==> config.mk <==
export PLATFORM = sky130hd
export DESIGN_NAME = mem_wb_hilo
export DESIGN_NICKNAME = d
export VERILOG_FILES = /design/src/rtl/mem_wb_hilo.sv
export SDC_FILE = /design/constraint.sdc
export NUM_CORES = 1
export LEC_CHECK = 0
export CELL_PAD_IN_SITES_DETAIL_PLACEMENT = 1
export CELL_PAD_IN_SITES_GLOBAL_PLACEMENT = 1
export CORE_MARGIN = 4
export CORE_UTILIZATION = 32
export DETAILED_ROUTE_END_ITERATION = 8
export PLACE_DENSITY = 0.76
export SLEW_MARGIN = 20
export SYNTH_ARGS = -nofsm -noshare
export SYNTH_HDL_FRONTEND = slang
export SYNTH_SLANG_ARGS = --single-unit
==> constraint.sdc <==
create_clock -name clk -period 1.4 [get_ports clk]
set_input_delay 0.21 -clock clk [delete_from_list [all_inputs] [get_ports clk]]
set_output_delay 0.21 -clock clk [all_outputs]
set_load 0.02 [all_outputs]
==> src/rtl/mem_wb_hilo.sv <==
// MEM/WB pipeline register with stall/flush control, plus the architectural
// HI/LO pair committed from write-back and bypassed to the execute stage.
module mem_wb_hilo #(
  parameter int DATA_W = 32,
  parameter int ADDR_W = 5
) (
  input  logic              clk,
  input  logic              rst,
  input  logic [ADDR_W-1:0] mem_dest_addr,
  input  logic              mem_wreg,
  input  logic [DATA_W-1:0] mem_dest_data,
  input  logic [DATA_W-1:0] mem_hi,
  input  logic [DATA_W-1:0] mem_lo,
  input  logic              mem_whilo,
  input  logic              stall_mem,
  input  logic              stall_wb,
  input  logic              flush,
  output logic [ADDR_W-1:0] wb_dest_addr,
  output logic              wb_wreg,
  output logic [DATA_W-1:0] wb_dest_data,
  output logic [DATA_W-1:0] wb_hi,
  output logic [DATA_W-1:0] wb_lo,
  output logic              wb_whilo,
  output logic [DATA_W-1:0] hi_rdata,
  output logic [DATA_W-1:0] lo_rdata
);

  logic [ADDR_W-1:0] r_wb_dest_addr;
  logic              r_wb_wreg;
  logic [DATA_W-1:0] r_wb_dest_data;
  logic [DATA_W-1:0] r_wb_hi;
  logic [DATA_W-1:0] r_wb_lo;
  logic              r_wb_whilo;
  logic [DATA_W-1:0] r_hi;
  logic [DATA_W-1:0] r_lo;
  logic              w_bubble;
  logic              w_wreg_in;

  // A flush always wins over a write-back stall; a memory stall alone
  // drains a bubble into write-back.
  assign w_bubble  = flush || (!stall_wb && stall_mem);
  // Register 0 is hard-wired; suppress only the enable so the data still flows.
  assign w_wreg_in = mem_wreg && (mem_dest_addr != '0);

  always_ff @(posedge clk) begin
    if (rst || w_bubble) begin
      r_wb_dest_addr <= '0;
      r_wb_wreg      <= 1'b0;
      r_wb_dest_data <= '0;
      r_wb_hi        <= '0;
      r_wb_lo        <= '0;
      r_wb_whilo     <= 1'b0;
    end else if (!stall_wb) begin
      r_wb_dest_addr <= mem_dest_addr;
      r_wb_wreg      <= w_wreg_in;
      r_wb_dest_data <= mem_dest_data;
      r_wb_hi        <= mem_hi;
      r_wb_lo        <= mem_lo;
      r_wb_whilo     <= mem_whilo;
    end
  end

  // The instruction already in write-back retires regardless of flush/stall.
  always_ff @(posedge clk) begin
    if (rst) begin
      r_hi <= '0;
      r_lo <= '0;
    end else if (r_wb_whilo) begin
      r_hi <= r_wb_hi;
      r_lo <= r_wb_lo;
    end
  end

  assign wb_dest_addr = r_wb_dest_addr;
  assign wb_wreg      = r_wb_wreg;
  assign wb_dest_data = r_wb_dest_data;
  assign wb_hi        = r_wb_hi;
  assign wb_lo        = r_wb_lo;
  assign wb_whilo     = r_wb_whilo;
  assign hi_rdata     = r_wb_whilo ? r_wb_hi : r_hi;
  assign lo_rdata     = r_wb_whilo ? r_wb_lo : r_lo;

endmodule

==> results of run 1 <==
==> sequential cells by signal, indices dropped and copies added (netlist names) <==
register      count
wb_hi            32
wb_dest_data     32
wb_dest_addr      5
wb_whilo          1
wb_lo            32
r_hi             32
wb_wreg           1
r_lo             32
==> power by group through the flow <==
stage          clock network, mW  logic [mW]  registers, mW
6_report                    4.77        1.16           4.89
5_1_grt                     5.15        1.24           4.90
4_1_cts                     4.92        1.19           4.89
3_5_place_dp                   0        1.17           5.00
3_3_place_gp                   0        1.14           5.00
2_1_floorplan                  0       0.438           5.09
==> how the worst max path moves through the flow <==
| stage | depth (start not counted) | start | slack, ns | end |
|---|---|---|---|---|
| final | 4 | wb_whilo | -0.37 | lo_rdata[21] |
| after global routing | 4 | wb_whilo | -0.43 | lo_rdata[21] |
| after CTS | 5 | wb_whilo | -0.47 | hi_rdata[10] |
| after detailed placement | 3 | wb_whilo | -0.37 | hi_rdata[31] |
| after global placement | 3 | wb_whilo | -0.35 | lo_rdata[31] |
| after floorplan | 4 | wb_whilo | 0.08 | r_hi[0] |
==> final cells by class <==
class | count | area (um2) | share of cell area
antenna | 2 | 5.00 | 0.000483
sequential | 167 | 3350 | 0.323
timing repair buffer | 329 | 3260 | 0.314
clock inverter | 14 | 159 | 0.0153
clock buffer | 18 | 439 | 0.0424
tap | 265 | 332 | 0.0320
multi-input combinational | 339 | 2820 | 0.272
inverter | 1 | 3.75 | 0.000362
==> stage by stage <==
stage | util | setup slack [ns] | power [mW] | cell area [um2] | hold WS, ns
global route | 0.531 | -0.433 | 11.3 | 10400 | 0.254
detailed placement | 0.490 | -0.373 | 6.17 | 9570 | 0.486
floorplan | - | 0.0821 | 5.53 | 6390 | 0.354
CTS | 0.533 | -0.472 | 11.0 | 10400 | 0.245
global placement | 0.490 | -0.352 | 6.14 | 9570 | 0.459
finish | 0.531 | -0.372 | 10.8 | 10400 | 0.267
==> worst min-delay path: stages <==
cell     delay (ns)
buf_6          0.21
nand2_1        0.12
a21oi_1        0.06
==> per-layer routing <==
metal / routed length, um / track usage
met5: 0 / 0
met4: 395 / 0.0682
met3: 1480 / 0.0659
met2: 11100 / 0.343
met1: 8550 / 0.210
==> cells by family after synthesis <==
| group | after synthesis | share of synthesized area |
|---|---|---|
| flops | 167 | 0.524 |
| mux | 166 | 0.302 |
| simple gates | 170 | 0.126 |
| compound gates | 3 | 0.00294 |
| buf+inv | 38 | 0.0453 |
==> repair_timing <==
item,4_1_cts,5_1_grt
setup endpoints to repair,167,107
buffers inserted,8,8
cloned,6,0
gates resized for setup,527,49
==> layout by cell type (no fill, tap or decap) <==
master / netlist / final
dfxtp_1: 167 / 166
clkdlybuf4s50_1: 0 / 105
nor2_1: 103 / 103
mux2i_1: 102 / 102
mux2_4: 49 / 64
nor2b_1: 65 / 64
buf_6: 13 / 54
dlygate4sd2_1: 0 / 52
buf_4: 11 / 34
buf_2: 6 / 25
clkdlybuf4s15_1: 0 / 24
clkbuf_16: 0 / 17
buf_12: 0 / 12
clkbuf_2: 0 / 10
inv_6: 0 / 7
clkdlybuf4s15_2: 0 / 7
buf_16: 0 / 5
diode_2: 0 / 2
clkinv_2: 0 / 2
bufinv_16: 0 / 2
inv_1: 1 / 1
o21ai_4: 0 / 1
nor2b_4: 0 / 1
nand2_1: 1 / 1
or4_1: 1 / 1
o21ai_0: 1 / 1
a21oi_1: 1 / 1
clkbuf_8: 0 / 1
clkinv_4: 0 / 1
clkinvlp_4: 0 / 1
inv_8: 0 / 1
buf_8: 0 / 1
dfxtp_4: 0 / 1
==> impl_metrics.yaml, run 1 <==
outcome:
  status: "complete, but fails checks"
  violations: "setup timing"
synth:
  synthesis.nets: 652
  synth-edff-count: 0
  yosysTopAreaCellShare: 0.524
  yosysTopAreaCell: "dfxtp_1"
  synthArstFlopShare: 0
  syn_inst: 544
  yosys_warnings: 0
  yosysSeqAreaShare: 0.524
  synthTopCellsByCount: "167 x dfxtp_1, 103 x nor2_1, 102 x mux2i_1, 65 x nor2b_1, 49 x mux2_4"
  synth.most_common_cell: "dfxtp_1"
  synth.cell_area_um2: 6380
  yosysUniqueCellTypes: 16
  ys.flop_type: "dfxtp_1"
  synth_seq_cells: 167
  synthTopCellsByArea: "dfxtp_1 52%, mux2i_1 16%, mux2_4 12%"
  syn_area_per_cell_um2: 11.7
critical_path:
  criticalPathCategory: "reg2out"
  crit_family: "buffers and inverters"
  crit_slowest_cell: "dfxtp_4"
  cp-end-kind: "output port"
  worstPathRequired_ns: 1.19
  r2r_start: "wb_whilo"
  ff2ff_path_depth: 5
  rr_endpoint: "r_lo[23]"
  crit_path_max_incr_delay_ns: 0.36
  reg2reg_slack_ns: 0.01
  path_cells: "buf_12 > buf_16 > mux2_4 > buf_6"
  path_max_fanout: 8
  cp.arrival_ns: 1.56
  critPathBufInv: 3
  worstSetupStartpointType: "register"
detailed_routing:
  first_pass_iters: 4
  antenna_left: 0
  routed_wl_um: 21500
  drtIter0Drc: 125
  vias: 5112
  post_drt_wl_per_cell_um: 19.0
  viasPerCell: 4.50
  drc_errors: 0
timing:
  fin_crit_sh: 1.27
  tightest_slew_ns: 0.436
  period_needed_ns: 1.77
  setup_viol: 65
  clock-skew-final_ns: 0.0106
  drv_slew: 0
  tns_ns: -22.23
  maxSlewHeadroom: 0.709
  worst_slack_ns: -0.372
  hold_viol_final: 0
  rsz0062_at_grt: "true"
  max_freq_mhz: 564
hold_path:
  min_to: "wb_wreg"
  min_from: "stall_wb"
  worstHoldPathCells: 3
  hp-class: "in2reg"
pwr:
  ir_drop_uv: 796
  power_leakage_nw: 4.76
  p_sw_frac: 0.242
  pwr-share-clk: 0.441
  p_seq_frac: 0.452
  p_int_mw: 8.20
  power-per-cell-area_nw_per_um2: 1040
  p_sw_mw: 2.62
  combPwrFrac: 0.107
layout:
  finalNonFillerCells: 1135
  fill_cells: 2113
  area_delta_synth_final_pct: 62.4
  layout.nets: 963
  drive_gt1_frac: 0.285
clocking:
  cts_tree: "yes"
  numCtsBuffers: 17
  postCtsHoldBufs: 0
  clk_pin_slew_worst_paths_ns: 0.06
  cts_num_sinks: 167
  clk_latency_ns: 0.42
  cts-root-buf: "clkbuf_16"
  clk_path_buf_depth: 2
  cts_htree_levels: 4
floorplan:
  io_pins: 275
  rows: 51
  fp.dieW_um: 149
  start_util: 0.327
  die_h_um: 149
  core_area_um2: 19500
  dieArea_um2: 22300
placement:
  globalplace.congestion: 0.777
  place_hpwl_um: 15000
  port_buffers: 274
  dp_cells: 1082
global_routing:
  grt_max_degree: 65
  grt_usage: 0.191
  grt_overflow_total: 0
  antenna_found_initial: 2
  grt_pass1_vias: 5705
  grt_pass1_wl_um: 32900
job:
  maxCapViolCount: 0
Note: power is estimated with default switching activity, not from simulation.
==> run 2, diff against run 1 <==
--- a/config.mk
+++ b/config.mk
@@ -8,9 +8,10 @@
 export CELL_PAD_IN_SITES_DETAIL_PLACEMENT = 1
 export CELL_PAD_IN_SITES_GLOBAL_PLACEMENT = 1
 export CORE_MARGIN = 4
-export CORE_UTILIZATION = 32
+export CORE_UTILIZATION = 29
+export CTS_BUF_LIST = sky130_fd_sc_hd__clkbuf_16
 export DETAILED_ROUTE_END_ITERATION = 8
-export PLACE_DENSITY = 0.76
+export PLACE_DENSITY = 0.73
 export SLEW_MARGIN = 20
 export SYNTH_ARGS = -nofsm -noshare
 export SYNTH_HDL_FRONTEND = slang
==> constraint.sdc (replaced) <==
create_clock -name clk -period 1.6 [get_ports clk]
set_input_delay 0.24 -clock clk [delete_from_list [all_inputs] [get_ports clk]]
set_output_delay 0.24 -clock clk [all_outputs]
set_load 0.02 [all_outputs]
==> run 2 against run 1 <==
Clock-buffer cell count shrank 1. Die area grew 9.8%. Largest power group is now clock. Clock skew shrank 0.0046 ns. Cell area is essentially flat. Power shrank 12%. Critical path depth is the same. Register-to-register slack gained 0.20 ns. The run still ends with setup timing left.
==> impl_metrics.yaml, run 2 (synthesis gave the netlist of run 1 again) <==
critical_path:
  criticalPathCategory: "reg2out"
  crit_slowest_cell: "dfxtp_4"
  worstSetupStartpointType: "register"
  path_max_fanout: 7
  cp-end-kind: "output port"
  crit_path_max_incr_delay_ns: 0.40
  cp.arrival_ns: 1.58
  critPathBufInv: 3
  path_cells: "buf_12 > buf_16 > mux2_4 > buf_6"
  crit_family: "buffers and inverters"
  worstPathRequired_ns: 1.36
pwr:
  p_sw_mw: 2.21
  p_seq_frac: 0.447
  p_sw_frac: 0.231
  pwr-share-clk: 0.451
  combPwrFrac: 0.102
  p_int_mw: 7.37
  power_leakage_nw: 4.83
  ir_drop_uv: 655
  power-per-cell-area_nw_per_um2: 924
timing:
  tightest_slew_ns: 0.371
  maxSlewHeadroom: 0.753
  worst_slack_ns: -0.215
  hold_viol_final: 0
  drv_slew: 0
  period_needed_ns: 1.82
  rsz0062_at_grt: "true"
  setup_viol: 64
  fin_crit_sh: 1.13
  max_freq_mhz: 551
  clock-skew-final_ns: 0.00600
layout:
  layout.nets: 942
  fin_util: 0.476
  layout_commonest_cell: "dfxtp_1"
  drive_gt1_frac: 0.230
  antenna_cells: 0
  area_delta_synth_final_pct: 62.4
  layout_common_cells: "166 x dfxtp_1, 105 x clkdlybuf4s50_1, 103 x nor2_1"
  fill_cells: 2366
placement:
  globalplace.congestion: 0.710
  port_buffers: 274
  place_ws_ns: -0.193
  place_hpwl_um: 13900
floorplan:
  die_h_um: 156
  start_util: 0.293
  rows: 54
  io_pins: 275
  fp.dieW_um: 156
  dieArea_um2: 24400
  core_area_um2: 21800
global_routing:
  grt_overflow_total: 0
  antenna_found_initial: 0
  grt_pass1_wl_um: 31700
  grt_max_degree: 65
  grt_pass1_vias: 5412
  grt_usage: 0.166
outcome:
  status: "complete, but fails checks"
  violations: "setup timing"
detailed_routing:
  drtIter0Drc: 97
  drc_errors: 0
  routed_wl_um: 20400
  antenna_left: 0
  vias: 4965
  viasPerCell: 4.41
  post_drt_wl_per_cell_um: 18.1
  first_pass_iters: 4
clocking:
  clk_pin_slew_worst_paths_ns: 0.07
  cts_num_sinks: 167
  cts_tree: "yes"
  postCtsHoldBufs: 0
  clk_latency_ns: 0.42
  cts-root-buf: "clkbuf_16"
  numCtsBuffers: 17
  clk_path_buf_depth: 2
  cts_htree_levels: 4
job:
  maxCapViolCount: 0
hold_path:
  hp-class: "in2reg"
## run 2: cell types whose count changed in the layout (fill, tap and decap cells not counted), moves of 4 or more
cell,delta
buf_12,-4
buf_16,+4
buf_2,-24
buf_4,-20
buf_6,+15
clkbuf_2,-10
clkdlybuf4s15_1,-24
clkdlybuf4s15_2,-7
dlygate4sd2_1,+50
inv_6,-5
## run 2: path summary, 6_finish.rpt
path                        to  startpoint  depth (start not counted)  slack [ns]
setup / recovery  hi_rdata[17]    wb_whilo                          4       -0.22
hold / removal       wb_lo[12]    stall_wb                          3        0.29
setup reg to reg       r_hi[3]    wb_whilo                          5        0.21
hold reg to reg        wb_wreg     wb_wreg                          2        0.47
## run 2: what timing repair did
item	CTS	global route
resized for setup	516	3
setup endpoints to repair	167	64
cloned	7	0
buffers inserted	7	8
pin swaps	0	0
## run 2: routing by layer
metal / wire length, um / global-route usage
met2: 10000 / 0.278
met3: 1650 / 0.0672
met1: 8290 / 0.195
met4: 435 / 0.0529
met5: 0 / 0
## run 2: cell type report
cell class / count / area (um2) / area share
well taps: 280 / 350 / 0.0338
repair buffers: 308 / 3240 / 0.313
clock inverters: 13 / 181 / 0.0175
clock buffers: 17 / 425 / 0.0411
multi-input cells: 339 / 2810 / 0.271
inverters: 1 / 3.75 / 0.000362
flip-flops and latches: 167 / 3350 / 0.323
## run 2: per-stage QoR
step | hold WS [ns] | total power [mW] | std cells | setup TNS, ns | cell area, um2
after floorplan | 0.384 | 4.84 | 544 | 0 | 6380
after global placement | 0.454 | 5.34 | 1074 | -7.92 | 9390
after detailed placement | 0.469 | 5.36 | 1074 | -8.19 | 9390
after CTS | 0.272 | 9.74 | 1117 | -14.02 | 10300
after global routing | 0.295 | 9.99 | 1125 | -15.94 | 10400
final | 0.288 | 9.57 | 1125 | -11.90 | 10400
## run 2: tightest hold or removal path: stages
cell	delay (ns)
buf_6	0.20
mux2i_1	0.15
nor2_1	0.07
## run 2: power groups by stage
stage	Clock, mW	Combinational, mW	Sequential, mW
2_1_floorplan	0	0.383	4.46
3_3_place_gp	0	0.965	4.38
3_5_place_dp	0	0.977	4.38
4_1_cts	4.47	0.988	4.28
5_1_grt	4.65	1.05	4.29
6_report	4.32	0.974	4.28
